--- config.mk ---
export PLATFORM = sky130hd
export DESIGN_NAME = regfile_wb_sched
export DESIGN_NICKNAME = d
export VERILOG_FILES = /design/src/rtl/regfile_wb_sched.sv
export SDC_FILE = /design/constraint.sdc
export NUM_CORES = 1
export LEC_CHECK = 0
export CORE_ASPECT_RATIO = 0.8
export CORE_UTILIZATION = 40
export CTS_BUF_LIST = sky130_fd_sc_hd__clkbuf_16
export DETAILED_ROUTE_END_ITERATION = 6
export PLACE_DENSITY = 0.8
export SETUP_SLACK_MARGIN = 0.1
export SYNTH_ARGS = -nofsm -noshare
export SYNTH_HDL_FRONTEND = slang
export SYNTH_SLANG_ARGS = --single-unit
--- constraint.sdc ---
create_clock -name clk -period 4.3 [get_ports clk]
set_input_delay 0.86 -clock clk [delete_from_list [all_inputs] [get_ports clk]]
set_output_delay 0.86 -clock clk [all_outputs]
set_load 0.02 [all_outputs]
--- src/rtl/regfile_wb_sched.sv ---
// Writeback scheduler for the integer register file: round-robin sharing of the single
// write port between result producers, plus a busy scoreboard that stalls issue on RAW/WAW.
module regfile_wb_sched #(
    parameter int DATA_WIDTH = 32,
    parameter int NREQ       = 3
) (
    input  logic                       clk,
    input  logic                       rst,
    input  logic [NREQ-1:0]            req_valid,
    input  logic [5*NREQ-1:0]          req_rd,
    input  logic [DATA_WIDTH*NREQ-1:0] req_data,
    output logic [NREQ-1:0]            req_ready,
    input  logic                       issue_valid,
    input  logic [4:0]                 issue_rd,
    input  logic [4:0]                 issue_rs1,
    input  logic [4:0]                 issue_rs2,
    output logic                       issue_stall,
    output logic                       wb_we,
    output logic [4:0]                 wb_rd,
    output logic [DATA_WIDTH-1:0]      wb_data
);

    localparam int PTR_W = (NREQ > 1) ? $clog2(NREQ) : 1;

    logic [PTR_W-1:0]      rr_ptr_q,  rr_ptr_d;
    logic [31:0]           busy_q,    busy_d;
    logic                  wb_we_q,   wb_we_d;
    logic [4:0]            wb_rd_q,   wb_rd_d;
    logic [DATA_WIDTH-1:0] wb_data_q, wb_data_d;

    logic                  grant_found;
    logic [PTR_W-1:0]      grant_idx;
    logic [NREQ-1:0]       grant_oh;
    logic                  accept;
    logic [4:0]            acc_rd;
    logic [DATA_WIDTH-1:0] acc_data;
    logic                  issue_fire;

    // Scan from rr_ptr with wrap; only req_valid feeds the decision, never rd/data.
    always_comb begin : arbiter
        int idx;
        // NOTE: every variable driven here gets a default first, so no path leaves it
        // unassigned and no latch is inferred.
        grant_found = 1'b0;
        grant_idx   = '0;
        idx         = 0;
        for (int k = 0; k < NREQ; k++) begin
            idx = int'(rr_ptr_q) + k;
            if (idx >= NREQ) begin
                idx = idx - NREQ;
            end
            if (!grant_found && req_valid[idx]) begin
                grant_found = 1'b1;
                grant_idx   = PTR_W'(idx);
            end
        end
    end

    always_comb begin : grant_decode
        grant_oh = '0;
        if (grant_found && !rst) begin
            grant_oh[grant_idx] = 1'b1;
        end
    end

    assign req_ready = grant_oh;
    assign accept    = grant_found & ~rst;

    always_comb begin : accept_mux
        acc_rd   = req_rd[int'(grant_idx)*5 +: 5];
        acc_data = req_data[int'(grant_idx)*DATA_WIDTH +: DATA_WIDTH];
    end

    always_comb begin : rr_next
        rr_ptr_d = rr_ptr_q;
        if (accept) begin
            rr_ptr_d = (grant_idx == PTR_W'(NREQ-1)) ? '0 : grant_idx + 1'b1;
        end
    end

    // x0 accepts still complete the handshake and update rd/data, but never raise the write enable.
    always_comb begin : wb_next
        wb_we_d   = accept & (acc_rd != 5'd0);
        wb_rd_d   = wb_rd_q;
        wb_data_d = wb_data_q;
        if (accept) begin
            wb_rd_d   = acc_rd;
            wb_data_d = acc_data;
        end
    end

    assign issue_stall = issue_valid & ~rst &
                         (busy_q[issue_rs1] | busy_q[issue_rs2] | busy_q[issue_rd]);
    assign issue_fire  = issue_valid & ~issue_stall & (issue_rd != 5'd0);

    // Set is applied after clear so a newer producer of the same rd keeps it busy.
    always_comb begin : busy_next
        busy_d = busy_q;
        if (accept) begin
            busy_d[acc_rd] = 1'b0;
        end
        if (issue_fire) begin
            busy_d[issue_rd] = 1'b1;
        end
        busy_d[0] = 1'b0;
    end

    // NOTE: state registers use non-blocking assignments so every flop samples the
    // pre-edge value of its neighbours, independent of statement order.
    always_ff @(posedge clk) begin
        if (rst) begin
            rr_ptr_q  <= '0;
            busy_q    <= '0;
            wb_we_q   <= 1'b0;
            wb_rd_q   <= '0;
            wb_data_q <= '0;
        end else begin
            rr_ptr_q  <= rr_ptr_d;
            busy_q    <= busy_d;
            wb_we_q   <= wb_we_d;
            wb_rd_q   <= wb_rd_d;
            wb_data_q <= wb_data_d;
        end
    end

    assign wb_we   = wb_we_q;
    assign wb_rd   = wb_rd_q;
    assign wb_data = wb_data_q;

endmodule

==> metrics.md <==
| Metric | Value |
|---|---|
| TritonCTS clock tree | done |
| Longest Clk Path Bufs | 2 |
| Unrepaired setup endpoints after global routing | no |
| Final Skew | roughly 8.3 ps |
| GRT Util Overall | 0.294 |
| Register area | around 1400 sq um |
| Largest net degree at the start of global routing | 60 |
| Worst stage delay on the critical path | roughly 570 ps |
| Distinct cells, synth | 62 |
| Leakage | about 2.7 nW |
| N_diodes | 0 |
| Commonest non-fill, non-tap cells in the layout | clkdlybuf4s50_1, nand2_1, dfxtp_1, nor2_1 |
| Async SR Flop Fraction | 0 |
| Buffers on Ports | about 170 |
| Vias per inst | between 6 and 7 |
| Placed instance area | between 6000 and 7000 sq um |
| Worst skew pair latency | between 300 and 400 ps |
| Die width | around 120 um |
| FP Rows | 35 |
| Critical path peak fanout | 6 |
| Reg clk slew, reported paths | about 60 ps |
| First-pass GRT wire length | about 28000 um |
| Global placement routability congestion | between 0.9 and 1 |
| Status | finished, final reports clean |
| DIE AREA | between 10000 and 15000 sq um |
| Reg2Reg Setup Slack | 870 ps |
| Multi-input gate area | 3100 sq um |
| Reg-to-Reg End | busy_q[27] |
| Final core utilization | 0.611 |
| Worst R2R Start | rr_ptr_q[1] |
| Initial antenna violation count | 0 |
| Prevailing post-synth register cell | dfxtp_1 |
| Starting Density | 0.412 |
| Final non-filler cell total | between 900 and 1000 |
| Endpoints failing hold | 0 |
| Power density over the cells | roughly 580 nW/um^2 |
| CP endpoint kind | output port |
| Register area share after synthesis | 0.298 |
| Final setup vio count | 0 |
| Slowest cell on the critical path | clkdlybuf4s50_1 |
| 1st-pass router iterations | 5 |
| Share of cells above drive strength 1 | 0.103 |
| Crit path to | issue_stall |
| Syn nets | roughly 700 |
| Clock buffer count from CTS | 9 |
| R2R depth | 9 |
| Post-Place Cells | 891 |
| Mean Syn Cell Area | 8.15 sq um |
| Critical path class | input port to output port |
| #FFs+latches synth | between 70 and 80 |
| Crit path launch type | input port |
| Post-synth EDFFs | 0 |
| Post-route cell area | around 7000 sq um |
| Hold Crit Class | register to register |
| Slew headroom | 0.393 |
| Number of max-cap violations | 0 |
| Detailed Route Iter0 Violations | 377 |
| H-tree levels | 3 |
| Slew @ Worst Pin | just over 900 ps |
| Syn Inst Count | approximately 580 |
| Clock root buffer master | clkbuf_16 |
| ANT nets after route | 0 |
| Clock sink count | 71 |
| Final Cycle Share | 0.937 |
| Most common cell after layout, fill and taps aside | clkdlybuf4s50_1 |
| Shortest period the worst path allows | between 4000 and 5000 ps |
| Synth Warn # | 0 |
| Crit-path cells | clkdlybuf4s50_1, buf_12, mux4_2, mux2_2, nand3b_1, nand4_1, nor2_1, a31oi_1, dlygate4sd2_1 |
| Vias in the first global route | between 5000 and 6000 |
| WP data required | about 3400 ps |
| Core box area | approximately 12000 sq um |
| Residual DRC count | 0 |
| Vias post-DR | roughly 5500 |
| Routed length per instance | 20.1 um |
| Arrival time worst endpoint | ~3200 ps |
| Grt ovf | 0 |
| Crit. Startpoint | issue_rs1[0] |
| Hold buffer count at cts | 0 |
| Die height | 99.6 um |
| Fmax | between 0.2 and 0.25 GHz |
| Ports | approximately 170 |
| Area Overhead vs Synth | 48.4% |
| Dpl hpwl | about 14000 um |
| Maximum VDD drop | 0.311 mV |
| Worst Min Path Start | wb_rd[0] |
| Routed WL | between 15000 and 20000 um |
| Pins over their slew limit | 0 |
| Fill cells | 1028 |
| # nets final | between 800 and 900 |
| Synth Cell Area | around 4800 sq um |
==> registers in the layout, summed over array words and instances (netlist names) <==
| register | cells |
|---|---|
| busy_q | 31 |
| wb_rd | 5 |
| rr_ptr_q | 2 |
| wb_data | 32 |
| wb_we | 1 |
==> kinds of logic after synthesis <==
kind of cell | after synthesis | synth area share
mux | 43 | 0.136
flops | 71 | 0.298
buf+inv | 69 | 0.0575
fa+ha+maj | 4 | 0.0105
simple gates | 207 | 0.201
compound gates | 190 | 0.296
==> routing by layer <==
layer | GRT usage | wire length (um)
met4 | 0.0861 | 361
met2 | 0.492 | 8760
met5 | 0 | 0
met1 | 0.389 | 7690
met3 | 0.0464 | 1460
==> timing repair <==
item                       CTS  global route
setup endpoints to repair    1             1
gates resized for setup      2             2
buffers inserted             0             0
==> area by class of cell <==
| cell class | count | share of cell area |
|---|---|---|
| Multi-Input combinational cell | 444 | 0.439 |
| Clock buffer | 9 | 0.0319 |
| Tap cell | 148 | 0.0262 |
| Timing Repair Buffer | 205 | 0.282 |
| Sequential cell | 71 | 0.201 |
| Inverter | 23 | 0.0122 |
| Clock inverter | 7 | 0.00761 |
==> how the worst min path moves through the flow <==
stage / end / slack [ps] / cells after the start
finish: wb_rd[0] / 440 / 2
global route: wb_rd[0] / 460 / 2
CTS: wb_rd[0] / 450 / 2
detailed placement: wb_rd[0] / 440 / 2
global placement: wb_rd[0] / 440 / 2
floorplan: busy_q[23] / 450 / 2
==> worst max-delay path: cells and delay by family <==
kind,cells,cell delay [ps]
multiplexers,2,760
AND/OR/NAND/NOR,3,370
AO/OA/AOI/OAI,1,110
buffers and inverters,3,1060
==> metrics by stage <==
step	hold slack [ps]	TNS [ps]	total power, W	worst slack, ps
after global routing	461	0	0.00431	109
after floorplan	446	0	0.00245	744
after detailed placement	442	-7.02	0.00336	-7.02
final	445	0	0.00407	270
after CTS	450	0	0.00405	264
after global placement	436	0	0.00330	64.0
==> synthesized netlist by cell type, types with 9 or more instances <==
cell,n,share of area
o22ai_1,11,0.014
mux2i_1,21,0.044
o41ai_1,13,0.024
dfxtp_1,71,0.30
clkbuf_1,39,0.031
inv_1,22,0.017
nand2b_1,9,0.012
o311ai_1,10,0.018
o21ai_1,15,0.016
nand2_1,91,0.072
a21oi_1,19,0.020
a31oi_1,32,0.042
nand3_1,9,0.0095
nor2_1,45,0.035
mux4_2,17,0.080
o31ai_1,11,0.017
a22o_1,31,0.057
nor2b_1,16,0.021
==> report_power, final <==
group / internal, W / total, W / switching, W
clock: 0.000395 / 0.000689 / 0.000294
combinational: 0.000988 / 0.00248 / 0.00149
sequential: 0.000813 / 0.000901 / 0.0000877
Power figures use the tool's default switching activity.
